File: src/rtl/input_conditioner_pkg.sv
// Shared types, default parameters and width helper for the switch input conditioner.
package input_cond_pkg;

  typedef enum logic [1:0] {ARM, IDLE, HELD, LONGHELD} btn_state_t;

  localparam int DEF_DEBOUNCE_CYCLES = 164;
  localparam int DEF_REED_CYCLES     = 16;
  localparam int DEF_LONG_CYCLES     = 65536;

  function automatic int cnt_w(input int n);
    return $clog2(n);
  endfunction

endpackage

File: src/rtl/input_conditioner_if.sv
// Raw active-low switch lines in, clean event strobes out.
// ComboLong exists only when INPUT_COMBO_EN is defined.
interface input_cond_if;
  logic nMode, nTrip, nFork, nCrank;
  logic ModeShort, ModeLong, TripShort, TripLong, ForkPulse, CrankPulse;
`ifdef INPUT_COMBO_EN
  logic ComboLong;

  modport master (output nMode, nTrip, nFork, nCrank,
                  input  ModeShort, ModeLong, TripShort, TripLong, ForkPulse, CrankPulse, ComboLong);
  modport slave  (input  nMode, nTrip, nFork, nCrank,
                  output ModeShort, ModeLong, TripShort, TripLong, ForkPulse, CrankPulse, ComboLong);
`else
  modport master (output nMode, nTrip, nFork, nCrank,
                  input  ModeShort, ModeLong, TripShort, TripLong, ForkPulse, CrankPulse);
  modport slave  (input  nMode, nTrip, nFork, nCrank,
                  output ModeShort, ModeLong, TripShort, TripLong, ForkPulse, CrankPulse);
`endif
endinterface

File: src/rtl/input_conditioner_debounce_filter.sv
// Stable-count debounce: level flips after the raw input has differed for N samples.
// fall/rise are combinational "flipping on this edge" strobes for the parent to register.
module debounce_filter
  import input_cond_pkg::*;
#(
  parameter int N = 2
)(
  input  logic HCLK,
  input  logic HRESET,
  input  logic raw_n,
  output logic level,
  output logic fall,
  output logic rise
);
  localparam int CW = cnt_w(N);

  logic [CW-1:0] cnt;
  logic          flip;

  assign flip = (raw_n != level) && (cnt == CW'(N - 1));
  assign fall = flip & ~raw_n;
  assign rise = flip &  raw_n;

  always_ff @(posedge HCLK) begin
    if (HRESET) begin
      level <= 1'b1;
      cnt   <= '0;
    end else if (raw_n == level) begin
      cnt <= '0;
    end else if (flip) begin
      level <= raw_n;
      cnt   <= '0;
    end else begin
      cnt <= cnt + CW'(1);
    end
  end

endmodule

File: src/rtl/input_conditioner.sv
// Debounces mode/trip buttons and fork/crank reeds into registered 1-cycle strobes.
// Define INPUT_COMBO_EN to add the mode+trip ComboLong detector.
module input_conditioner
  import input_cond_pkg::*;
#(
  parameter int DEBOUNCE_CYCLES = DEF_DEBOUNCE_CYCLES,
  parameter int REED_CYCLES     = DEF_REED_CYCLES,
  parameter int LONG_CYCLES     = DEF_LONG_CYCLES
)(
  input logic         HCLK,
  input logic         HRESET,
  input_cond_if.slave bus
);
  localparam int            LW       = cnt_w(LONG_CYCLES);
  localparam logic [LW-1:0] LONG_END = LW'(LONG_CYCLES - 1);
  localparam logic [LW-1:0] ARM_END  = LW'(DEBOUNCE_CYCLES - 1);

  // index 0 = mode, 1 = trip; reeds 0 = fork, 1 = crank
  logic [1:0] btnRawN, btnFall, btnRise, unusedBtnLevel;
  logic [1:0] reedRawN, reedFall, reedRise, unusedReedLevel;

  assign btnRawN  = {bus.nTrip, bus.nMode};
  assign reedRawN = {bus.nCrank, bus.nFork};

  debounce_filter #(.N(DEBOUNCE_CYCLES)) uBtnFilt [1:0] (
    .HCLK(HCLK), .HRESET(HRESET), .raw_n(btnRawN),
    .level(unusedBtnLevel), .fall(btnFall), .rise(btnRise)
  );

  debounce_filter #(.N(REED_CYCLES)) uReedFilt [1:0] (
    .HCLK(HCLK), .HRESET(HRESET), .raw_n(reedRawN),
    .level(unusedReedLevel), .fall(reedFall), .rise(reedRise)
  );

  btn_state_t    state [2], stateNext [2];
  logic [LW-1:0] cnt [2], cntNext [2];
  logic [1:0]    pressed, holdLong, shortNext, longNext;
  logic [1:0]    shortQ, longQ, reedQ;

`ifdef INPUT_COMBO_EN
  logic comboLatch, latchNext, comboNext, comboQ;
`endif

  always_comb begin
    for (int b = 0; b < 2; b++) pressed[b] = (state[b] == HELD) || (state[b] == LONGHELD);
  end

  // With the combo enabled a single long press waits while the other button is down.
`ifdef INPUT_COMBO_EN
  assign holdLong = {comboLatch | pressed[0], comboLatch | pressed[1]};
`else
  assign holdLong = 2'b00;
`endif

  always_comb begin
    for (int b = 0; b < 2; b++) begin
      stateNext[b] = state[b];
      cntNext[b]   = cnt[b];
      shortNext[b] = 1'b0;
      longNext[b]  = 1'b0;
      case (state[b])
        // ARM reuses the long counter as a consecutive-released-samples counter
        ARM: begin
          if (!btnRawN[b])              cntNext[b] = '0;
          else if (cnt[b] == ARM_END) begin
            stateNext[b] = IDLE;
            cntNext[b]   = '0;
          end else                      cntNext[b] = cnt[b] + LW'(1);
        end
        IDLE: begin
          if (btnFall[b]) begin
            stateNext[b] = HELD;
            cntNext[b]   = '0;
          end
        end
        HELD: begin
          if (btnRise[b]) begin
            stateNext[b] = IDLE;
            shortNext[b] = 1'b1;
          end else begin
            cntNext[b] = (cnt[b] == LONG_END) ? cnt[b] : cnt[b] + LW'(1);
            if (cnt[b] == LONG_END && !holdLong[b]) begin
              stateNext[b] = LONGHELD;
              longNext[b]  = 1'b1;
            end
          end
        end
        LONGHELD: begin
          if (btnRise[b]) stateNext[b] = IDLE;
          else            cntNext[b] = (cnt[b] == LONG_END) ? cnt[b] : cnt[b] + LW'(1);
        end
        default: stateNext[b] = ARM;
      endcase
    end

`ifdef INPUT_COMBO_EN
    comboNext = 1'b0;
    latchNext = comboLatch;
    // both counters saturate at LONG_END, so the later press sets the threshold
    if (!comboLatch && (&pressed) && !(|btnRise) &&
        cnt[0] == LONG_END && cnt[1] == LONG_END) begin
      comboNext    = 1'b1;
      latchNext    = 1'b1;
      stateNext[0] = LONGHELD;
      stateNext[1] = LONGHELD;
      longNext     = 2'b00;
    end else if (comboLatch && !(|pressed)) begin
      latchNext = 1'b0;
    end
`endif
  end

  always_ff @(posedge HCLK) begin
    if (HRESET) begin
      for (int b = 0; b < 2; b++) begin
        state[b] <= ARM;
        cnt[b]   <= '0;
      end
      shortQ <= '0;
      longQ  <= '0;
      reedQ  <= '0;
`ifdef INPUT_COMBO_EN
      comboLatch <= 1'b0;
      comboQ     <= 1'b0;
`endif
    end else begin
      for (int b = 0; b < 2; b++) begin
        state[b] <= stateNext[b];
        cnt[b]   <= cntNext[b];
      end
      shortQ <= shortNext;
      longQ  <= longNext;
      reedQ  <= reedFall;
`ifdef INPUT_COMBO_EN
      comboLatch <= latchNext;
      comboQ     <= comboNext;
`endif
    end
  end

  assign bus.ModeShort  = shortQ[0];
  assign bus.TripShort  = shortQ[1];
  assign bus.ModeLong   = longQ[0];
  assign bus.TripLong   = longQ[1];
  assign bus.ForkPulse  = reedQ[0];
  assign bus.CrankPulse = reedQ[1];
`ifdef INPUT_COMBO_EN
  assign bus.ComboLong  = comboQ;
`endif

endmodule

File: src/flat_wrapper.sv
// flat-port wrapper written by rule: the top's interface ports become plain ports
module input_conditioner_flat import input_cond_pkg::*;
#(
  parameter int DEBOUNCE_CYCLES = DEF_DEBOUNCE_CYCLES,
  parameter int REED_CYCLES     = DEF_REED_CYCLES,
  parameter int LONG_CYCLES     = DEF_LONG_CYCLES
)
  (HCLK, HRESET, bus_nMode, bus_nTrip, bus_nFork, bus_nCrank, bus_ModeShort, bus_ModeLong, bus_TripShort, bus_TripLong, bus_ForkPulse, bus_CrankPulse);
  input_cond_if bus_i ();
  input logic HCLK;
  input logic HRESET;
  input wire logic [$bits(bus_i.nMode)-1:0] bus_nMode;
  input wire logic [$bits(bus_i.nTrip)-1:0] bus_nTrip;
  input wire logic [$bits(bus_i.nFork)-1:0] bus_nFork;
  input wire logic [$bits(bus_i.nCrank)-1:0] bus_nCrank;
  output wire logic [$bits(bus_i.ModeShort)-1:0] bus_ModeShort;
  output wire logic [$bits(bus_i.ModeLong)-1:0] bus_ModeLong;
  output wire logic [$bits(bus_i.TripShort)-1:0] bus_TripShort;
  output wire logic [$bits(bus_i.TripLong)-1:0] bus_TripLong;
  output wire logic [$bits(bus_i.ForkPulse)-1:0] bus_ForkPulse;
  output wire logic [$bits(bus_i.CrankPulse)-1:0] bus_CrankPulse;
  assign bus_i.nMode = bus_nMode;
  assign bus_i.nTrip = bus_nTrip;
  assign bus_i.nFork = bus_nFork;
  assign bus_i.nCrank = bus_nCrank;
  assign bus_ModeShort = bus_i.ModeShort;
  assign bus_ModeLong = bus_i.ModeLong;
  assign bus_TripShort = bus_i.TripShort;
  assign bus_TripLong = bus_i.TripLong;
  assign bus_ForkPulse = bus_i.ForkPulse;
  assign bus_CrankPulse = bus_i.CrankPulse;
  input_conditioner #(.DEBOUNCE_CYCLES(DEBOUNCE_CYCLES), .REED_CYCLES(REED_CYCLES), .LONG_CYCLES(LONG_CYCLES)) u_core (.HCLK(HCLK), .HRESET(HRESET), .bus(bus_i));
endmodule
File: config.mk
export PLATFORM = sky130hd
export DESIGN_NAME = input_conditioner_flat
export DESIGN_NICKNAME = d
export VERILOG_FILES = /design/src/rtl/input_conditioner_pkg.sv /design/src/rtl/input_conditioner_if.sv /design/src/rtl/input_conditioner_debounce_filter.sv /design/src/rtl/input_conditioner.sv /design/src/flat_wrapper.sv
export SDC_FILE = /design/constraint.sdc
export NUM_CORES = 1
export LEC_CHECK = 0
export BUFFER_PORTS_ARGS = -buffer_cell sky130_fd_sc_hd__buf_2
export CAP_MARGIN = 20
export CORE_MARGIN = 5
export CORE_UTILIZATION = 56
export CTS_CLUSTER_SIZE = 25
export DETAILED_ROUTE_END_ITERATION = 8
export PLACE_DENSITY = 0.87
export SKIP_LAST_GASP = 1
export SYNTH_ARGS = -nofsm -noshare
export SYNTH_HDL_FRONTEND = slang
export SYNTH_SLANG_ARGS = --single-unit
File: constraint.sdc
create_clock -name HCLK -period 2.2 [get_ports HCLK]
set_clock_uncertainty 0.2 [all_clocks]
set_input_delay 0.22 -clock HCLK [delete_from_list [all_inputs] [get_ports HCLK]]
set_output_delay 0.22 -clock HCLK [all_outputs]
set_load 0.005 [all_outputs]
After elaboration in Yosys (flattened, before gate mapping)

Memory sizes are Yosys's and may differ from the RTL's.
Index checks and enable logic that the tools add are counted.

Input port bits: 6
Bits in writable memories: 36
Memories: 2
Flip-flop bits (word level): 34
Logic and storage cells: 120
Output and inout port bits: 6

Bitwise gates (word level): 20
Eq/ne operators: 22
Multiplexer cells: 37
Reduce and logical (&&, ||, !) cells: 20
Add/sub/neg operators: 6

Memory list:

| memory       | depth | width | read ports | clocked after Yosys merged registers in | write ports | RTL line                | RTL |
|---|---|---|---|---|---|---|---|
| u_core.cnt   | 2     | 16    | 2          | 0                                       | 2           | input_conditioner.sv:36 | `logic [LW-1:0] cnt [2], cntNext [2];` |
| u_core.state | 2     | 2     | 2          | 0                                       | 2           | input_conditioner.sv:35 | `btn_state_t state [2], stateNext [2];` |

Operators with widths:

| kind                    | number |
|---|---|
| $mux W16                | 12 |
| $pmux W16 S3            | 2 |
| $add A16 B1 Y16 const B | 2 |
| $eq A16 B16 Y1 const B  | 2 |
| $eq A16 B8 Y1 const B   | 2 |
| $mux W2                 | 14 |
| $reduce_or A3 Y1        | 6 |
| $add A8 B1 Y8 const B   | 2 |
| $eq A8 B8 Y1 const B    | 2 |
| $pmux W2 S4             | 2 |
| $not A1 Y1              | 10 |
| $add A4 B1 Y4 const B   | 2 |
| $eq A2 B2 Y1 const B    | 4 |
| $eq A4 B4 Y1 const B    | 2 |
| $reduce_and A2 Y1       | 4 |
| $reduce_or A2 Y1        | 4 |
| $mux W1                 | 7 |
| $and A1 B1 Y1           | 6 |
| $eq A1 B1 Y1            | 4 |
| $eq A2 B1 Y1 const B    | 2 |
| $logic_and A1 B1 Y1     | 4 |
| $logic_not A2 Y1        | 2 |
| $ne A1 B1 Y1            | 4 |
| $or A1 B1 Y1            | 4 |

Depth between registers and ports, before layout

Gate-level depths: netlist of the first run.

Depth in word-level cells: 6
Depth in mapped cells: 8
Mapped depth without buffers: 7

By module

From an unflattened synthesis of the first run, not the netlist that was laid out.

Cell total of the unflattened synthesis: 441
Area, all modules: 3908.7 sq um

By module, submodules not included:

| module                                     | cells an instance | area each (sq um) | times used | seq. area each (sq um) |
|---|---|---|---|---|
| input_conditioner                          | 307               | 2620.0            | 1          | 840.8 |
| debounce_filter at u_core.uBtnFilt[0] ...  | 45                | 422.9             | 2          | 180.2 |
| debounce_filter at u_core.uReedFilt[0] ... | 22                | 221.5             | 2          | 100.1 |

Worst setup path before layout of the first run

No wires, ideal clock.

Kind: flip-flop to flip-flop
Start point: register u_core.uBtnFilt[1].cnt[0]
End point: memory u_core.cnt[0][20] in the netlist's numbering
Buffers on the path: 1
Arrival: 2.160 ns
Period minus slack after synthesis: 2.477 ns
Required time: 1.883 ns
Setup time: 0.117 ns
Cell stages (with the launch flop): 8
Setup slack: -0.277 ns
Cells stage by stage: dfxtp_1 > ha_1 > or3b_2 > or3_1 > a21oi_1 > nor3_1 > buf_2 > a32o_1

RTL lines:

| element                | RTL line                                | RTL |
|---|---|---|
| start, declared        | input_conditioner_debounce_filter.sv:17 | `logic [CW-1:0] cnt;` |
| start signal, assigned | input_conditioner_debounce_filter.sv:34 | `cnt <= cnt + CW'(1);` |
| end, declared          | input_conditioner.sv:36                 |  |

==> results of run 1 <==
==> what timing repair did <==
action / in CTS / in global routing
pin swaps: 5 / 20
resized for setup: 24 / 61
endpoints found under the hold margin: 4 / 0
endpoints found under the setup margin: 34 / 35
hold buffers: 2 / 0
gates cloned: 0 / 1
setup buffers: 3 / 12
==> worst reg2reg max path, stage by stage, from the launching register on <==
cell and delay [ns]:
dfxtp_2 0.34, nand4_2 0.15, or4_4 0.57, or4_4 0.49
a32oi_2 0.22, mux2_1 0.35
==> cell usage after synthesis, drive strengths merged, types with 5 or more instances <==
master	count	area, µm²
nor3b	8	60.1
a21oi	19	95.1
nand2	31	116
ha	16	200
or3	11	68.8
nor3	16	80.1
o211ai	8	60.1
clkbuf	16	60.1
o32ai	12	105
o22ai	5	31.3
inv	20	75.1
a32o	11	110
nor4	8	50.1
nor2	40	150
and3	13	81.3
nand3	29	145
xnor2	13	114
o21ai	5	25.0
xor2	6	52.6
nand4	15	100
dfxtp	70	1400
==> layer usage <==
layer / vias to the layer above / wire length (µm) / GRT usage, %
met5: - / 0 / 0
met4: 0 / 542 / 11.4
met3: 70 / 881 / 6.14
met2: 244 / 6200 / 41.8
met1: 1995 / 4460 / 28.6
li1: 1843 / - / -
==> flip-flops by register name, indices dropped and copies added, names as in the netlist <==
signal / count
u_core.cnt: 32
u_core.uBtnFilt.cnt: 16
u_core.uReedFilt.cnt: 8
u_core.state: 4
u_core.longQ: 2
u_core.reedQ: 2
u_core.shortQ: 2
u_core.uBtnFilt.level: 2
u_core.uReedFilt.level: 2
==> how the worst max path moves through the flow <==
stage,from,end,slack (ns),cells after the start
5_1_grt,u_core.cnt[0][30],u_core.state[0][2],-0.25,5
4_1_cts,u_core.cnt[0][17],u_core.state[0][2],-0.18,6
3_3_place_gp,u_core.cnt[0][25],u_core.state[0][2],-0.19,5
3_5_place_dp,u_core.cnt[0][25],u_core.state[0][2],-0.21,5
2_1_floorplan,u_core.uBtnFilt[1].cnt[0],u_core.cnt[0][22],-0.20,7
6_report,u_core.cnt[0][30],u_core.state[0][2],-0.23,5
==> per-stage QoR <==
step | power [mW] | hold slack (ns) | util (%) | area [µm²]
4_1_cts | 2.48 | 0.0296 | 74.5 | 4790
3_3_place_gp | 1.46 | 0.228 | 69.3 | 4450
2_1_floorplan | 1.40 | 0.0967 | - | 3840
6_report | 2.52 | 0.0465 | 80.9 | 5190
3_5_place_dp | 1.47 | 0.236 | 69.3 | 4450
5_1_grt | 2.61 | 0.0425 | 80.9 | 5190
==> logic make-up (layout without fill, tap and decap cells) <==
kind of cell / count (synthesis) / in the layout / share of synthesized area (%)
flip-flops: 70 / 70 / 37.5
adder cells (fa/ha/maj): 16 / 16 / 5.35
buffers and inverters: 40 / 135 / 4.15
multiplexers: 6 / 6 / 1.67
AO/OA/AOI/OAI: 87 / 87 / 17.4
AND/OR/NAND/NOR: 202 / 202 / 29.5
XOR/XNOR: 19 / 19 / 4.45
==> power by group through the flow <==
stage	sequential, mW	combinational, mW	clock, mW
detailed placement	1.32	0.155	0
finish	1.29	0.198	1.03
global route	1.29	0.211	1.11
global placement	1.32	0.146	0
CTS	1.29	0.163	1.03
floorplan	1.32	0.0870	0
==> area by class of cell <==
| type | count | area, µm² |
|---|---|---|
| clock inverter | 1 | 30.0 |
| clock buffer | 13 | 159 |
| tap | 77 | 96.3 |
| sequential | 70 | 1430 |
| fill | 372 | 1230 |
| multi-input combinational | 330 | 2590 |
| timing repair buffer | 101 | 813 |
| inverter | 20 | 75.1 |
==> cell usage in the layout, fill, tap and decap left out, types with 6 or more instances in the layout <==
master | netlist | layout
buf_4 | 0 | 72
dfxtp_1 | 70 | 54
nor2_1 | 40 | 36
nand2_1 | 31 | 31
nand3_1 | 29 | 28
inv_1 | 20 | 19
nand4_1 | 14 | 14
buf_6 | 0 | 14
dfxtp_2 | 0 | 14
xnor2_1 | 13 | 13
and3_1 | 13 | 13
nor3_1 | 16 | 13
a21oi_1 | 19 | 12
a32o_1 | 11 | 11
clkbuf_8 | 0 | 11
buf_2 | 4 | 11
or3_1 | 11 | 9
o211ai_1 | 8 | 8
ha_1 | 16 | 8
nor3b_1 | 8 | 7
o32ai_2 | 0 | 7
xor2_1 | 6 | 6
nor4_1 | 8 | 6
==> flow_metrics.py, run 1 <==
metrics = {
    "routing": {
        "wirelength_mm": 12.1,
        "ant_nets": 0,
        "drt_drc_violations_left": 0,
        "via_count": 4152,
        "detailedRoute.firstIterationViolations": 451,
        "drt-pass1-iter-count": 6,
        "avgViaCountPerCell": 6.78,
        "drt-wirelength-per-cell_um": 19.7,
    },
    "worst_setup_path": {
        "launch_instance_of_the_worst_register_to_register_path": "u_core.cnt[0][30]",
        "timing.critical_path.slowest_stage_cell": "or4_4",
        "crit_fanout": 2,
        "critical-path-top-delay-family": "simple AND/OR/NAND/NOR gates",
        "critPathCaptureType": "flop",
        "timing.reg2reg.worst_path_depth": 5,
        "worst-r2r-setup-slack_ns": -0.23,
        "critical_path.n_buffers_inverters": 0,
        "cp-start-kind": "flop",
        "worst_ep_required_time_ns": 2.24,
        "worstSetupPathType": "flop to flop",
        "cp_cell_sequence": "nand4_2 > or4_4 > or4_4 > a32oi_2 > mux2_1",
        "critical-path-max-stage-delay_ns": 0.57,
        "critPathMostFrequentCell": "or4_4",
        "reg2reg_to": "u_core.state[0][2]",
        "worst_ep_arrival_time_ns": 2.46,
    },
    "die": {
        "floorplan.initialDensity_pct": 58.2,
        "io_pins": 12,
        "design.core.area_um2": 6420,
        "rows": 29,
        "dieHeight_um": 91.7,
        "die_x_um": 91.7,
        "dieArea_um2": 8410,
    },
    "hold_path": {
        "hold_path_startpoint": "bus_nTrip",
        "worst_hold_path_type": "primary input to flop",
        "whs_path_depth": 3,
        "holdPathEnd": "u_core.uBtnFilt[1].level",
    },
    "timing": {
        "timing.final.max_slew_violations": 0,
        "final_hold_viol_count": 0,
        "worst_pin_slew_ns": 0.508,
        "setup-violations-final": 30,
        "unrepaired_setup_endpoints_after_global_routing": "yes",
        "final_min_period_over_clock_period_pct": 110,
        "layout_setup_ws_ns": -0.226,
        "slew_headroom_pct": 66.1,
        "totalNegativeSetupSlack_ns": -1.81,
        "post-route-min-period_ns": 2.43,
        "fmax_mhz": 412,
    },
    "finish": {
        "layoutNonFillerInstCount": 612,
        "number_of_nets_in_the_layout": 554,
        "area.growth.synth_to_final_pct": 38.9,
        "drive_above_1_share_pct": 35.9,
        "diodes": 0,
    },
    "pwr": {
        "power.density_nw_per_um2": 485,
        "internal-power_mw": 1.94,
        "power_switching_share_pct": 23.1,
        "share_of_power_burned_in_combinational_logic_pct": 7.9,
        "p_switching_mw": 0.582,
        "static_leakage_power_nw": 1.99,
        "seqPwrFrac_pct": 51.1,
        "vdd_drop_max_uv": 694,
        "clock_power_share_pct": 41.1,
    },
    "synthesis": {
        "cell_count_after_synthesis": 440,
        "async_flop_share_pct": 0,
        "yosysSeqAreaShare_pct": 37.5,
        "synth_top_flop_cell": "dfxtp_1",
        "number_of_enable_type_register_cells_in_the_synthesized_netlist": 0,
        "synth.ff_latch_count": 70,
        "syn-num-nets": 462,
        "synth_cell_types": 58,
        "synth.yosys.warnings": 0,
        "synth.cell_area_um2": 3740,
        "syn_avg_cell_area_um2": 8.50,
    },
    "placement": {
        "post-dp-hpwl_mm": 6.80,
        "number_of_placed_instances_with_taps_included": 580,
        "port-buffer-count": 11,
        "post-place-ws_ns": -0.209,
        "place_congestion": 0.906,
    },
    "cts": {
        "num_cts_buffers": 9,
        "cts.reportedPaths.clkPinSlew_ns": 0.07,
        "tritoncts_clock_tree": "built",
        "numClockSinks": 70,
        "root_buffer": "clkbuf_8",
        "ctsHtreeMaxLevel": 3,
        "clock_insertion_delay_worst_skew_ns": 0.35,
        "cts-root-to-sink-buffers": 2,
    },
    "run_status": {
        "failed_checks": "negative setup slack",
        "run_status": "finished, violations left",
    },
    "global_routing": {
        "grt_pass1_wl_mm": 17.1,
        "grt-ovfl-total": 0,
        "grt_util_all_layers_pct": 24.4,
        "grt_start_max_net_pins": 23,
        "antenna_found_initial": 0,
        "grt_pass1_vias": 3768,
    },
    "run": {
        "max-cap-violations": 0,
    },
}
Note: power is estimated with default switching activity, not from simulation.
==> run 2, diff against run 1 <==
--- a/config.mk
+++ b/config.mk
@@ -16,3 +16,4 @@
 export SYNTH_ARGS = -nofsm -noshare
 export SYNTH_HDL_FRONTEND = slang
 export SYNTH_SLANG_ARGS = --single-unit
+export TNS_END_PERCENT = 20
==> flow_metrics.py, run 2 (synthesis results as in run 1) <==
metrics = {
    "cts": {
        "num_cts_buffers": 9,
        "clock_insertion_delay_worst_skew_ns": 0.36,
        "cts.reportedPaths.clkPinSlew_ns": 0.08,
        "tritoncts_clock_tree": "built",
        "root_buffer": "clkbuf_8",
        "numClockSinks": 70,
        "cts-root-to-sink-buffers": 2,
        "ctsHtreeMaxLevel": 3,
    },
    "finish": {
        "fillerInstances": 342,
        "layout_common_cells": "buf_4 (76), dfxtp_1 (57), nor2_1 (38)",
        "drive_above_1_share_pct": 30.3,
        "diodes": 0,
        "top_register": "u_core.cnt",
        "area.growth.synth_to_final_pct": 34.7,
        "largestRegisters": "u_core.cnt x32, u_core.uBtnFilt.cnt x16, u_core.uReedFilt.cnt x8",
        "largest_reg_flops": 32,
        "mostFrequentLayoutCell": "buf_4",
        "number_of_nets_in_the_layout": 552,
    },
    "run_status": {
        "run_status": "finished, violations left",
        "failed_checks": "negative setup slack",
    },
    "die": {
        "dieHeight_um": 91.7,
        "dieArea_um2": 8410,
        "io_pins": 12,
        "rows": 29,
        "design.core.area_um2": 6420,
        "die_x_um": 91.7,
        "floorplan.initialDensity_pct": 58.2,
    },
    "worst_setup_path": {
        "worst_ep_arrival_time_ns": 2.56,
        "critPathCaptureType": "flop",
        "worst_ep_required_time_ns": 2.28,
        "worstSetupPathType": "flop to flop",
        "crit_fanout": 11,
        "cp-start-kind": "flop",
        "worst-r2r-setup-slack_ns": -0.27,
    },
    "timing": {
        "final_hold_viol_count": 0,
        "unrepaired_setup_endpoints_after_global_routing": "yes",
        "worst_pin_slew_ns": 0.522,
        "setup-violations-final": 29,
        "timing.final.max_slew_violations": 0,
        "layout_setup_ws_ns": -0.275,
        "slew_headroom_pct": 64.9,
        "final_min_period_over_clock_period_pct": 112,
        "fmax_mhz": 404,
        "post-route-min-period_ns": 2.47,
        "totalNegativeSetupSlack_ns": -3.42,
    },
    "run": {
        "max-cap-violations": 0,
    },
    "global_routing": {
        "antenna_found_initial": 0,
        "grt_pass1_vias": 3876,
        "grt-ovfl-total": 0,
        "grt_util_all_layers_pct": 26.1,
        "grt_pass1_wl_mm": 18.2,
        "grt_start_max_net_pins": 24,
    },
    "routing": {
        "drt_drc_violations_left": 0,
        "ant_nets": 0,
        "drt-pass1-iter-count": 6,
        "detailedRoute.firstIterationViolations": 507,
        "via_count": 4197,
        "drt-wirelength-per-cell_um": 20.6,
        "avgViaCountPerCell": 6.86,
        "wirelength_mm": 12.6,
    },
    "placement": {
        "place_congestion": 0.932,
        "post-dp-hpwl_mm": 6.86,
        "post-place-ws_ns": -0.242,
        "port-buffer-count": 11,
    },
    "pwr": {
        "vdd_drop_max_uv": 340,
        "total_power_mw": 2.81,
        "static_leakage_power_nw": 1.97,
        "power.density_nw_per_um2": 557,
    },
    "hold_path": {
        "worst_hold_path_type": "primary input to flop",
    },
}
==> run 2: cell count changes in the layout (fill, tap and decap cells not counted), moves of 3 or more <==
cell / previous run / this run
ha_2: 4 / 0
o32ai_2: 7 / 0
o32ai_1: 4 / 12
a21oi_1: 12 / 18
buf_4: 72 / 76
a21oi_2: 3 / 0
buf_6: 14 / 8
dfxtp_1: 54 / 57
ha_1: 8 / 14
a21oi_4: 4 / 1
==> run 2: routing by layer <==
metal  global-route usage, %  vias to the layer above  part of all wire [%]
li1                        -                     1836                     -
met1                    30.4                     1928                    37
met2                    45.3                      328                    48
met3                    7.04                      105                   8.9
met4                    11.0                        0                   6.1
met5                       0                        -                     0
==> run 2: path summary, 6_finish.rpt <==
| path | cells past startpoint | to | start |
|---|---|---|---|
| max | 7 | u_core.cnt[0][1] | u_core.uBtnFilt[0].cnt[3] |
| min | 2 | u_core.cnt[0][11] | HRESET |
| min reg2reg | 1 | u_core.uReedFilt[1].cnt[0] | u_core.uReedFilt[1].cnt[0] |
| max reg2reg | 7 | u_core.cnt[0][1] | u_core.uBtnFilt[0].cnt[3] |
==> run 2: what timing repair did <==
action	4_1_cts	5_1_grt
setup buffers	1	8
hold buffers	2	0
gates cloned	0	0
setup endpoints to repair	32	36
resized for setup	15	32
endpoints found under the hold margin	4	0
pin swaps	3	12
==> run 2: final cells by class <==
type                       instances  area, µm²  share of cell area [%]
clock buffer                      11        151                    3.01
clock inverter                     5        105                    2.09
inverter                          20       75.1                    1.49
multi-input combinational        330       2410                    47.9
sequential                        70       1420                    28.2
tap                               77       96.3                    1.91
timing repair buffer              99        776                    15.4
==> run 2: metrics by stage <==
stage               utilization, %  hold slack, ns  cells  cell area, µm²
floorplan                        -          0.0967    440            3800
global placement              69.6           0.226    586            4470
detailed placement            69.6           0.229    586            4470
CTS                           75.3          0.0136    605            4830
global route                  78.4          0.0848    612            5040
finish                        78.4          0.0669    612            5040
==> run 2: report_power, final <==
part           internal, mW  total, mW  switching [mW]
logic                0.0790      0.181           0.102
clock network         0.815       1.34           0.524
registers              1.28       1.29         0.00976
total                  2.17       2.81           0.635
==> run 2: worst max-delay path: stages (launching register included) <==
cell	delay (ns)
dfxtp_1	0.32
buf_4	0.15
or3_4	0.40
o31a_1	0.26
a221o_1	0.32
buf_4	0.20
or3_1	0.38
a21oi_1	0.18
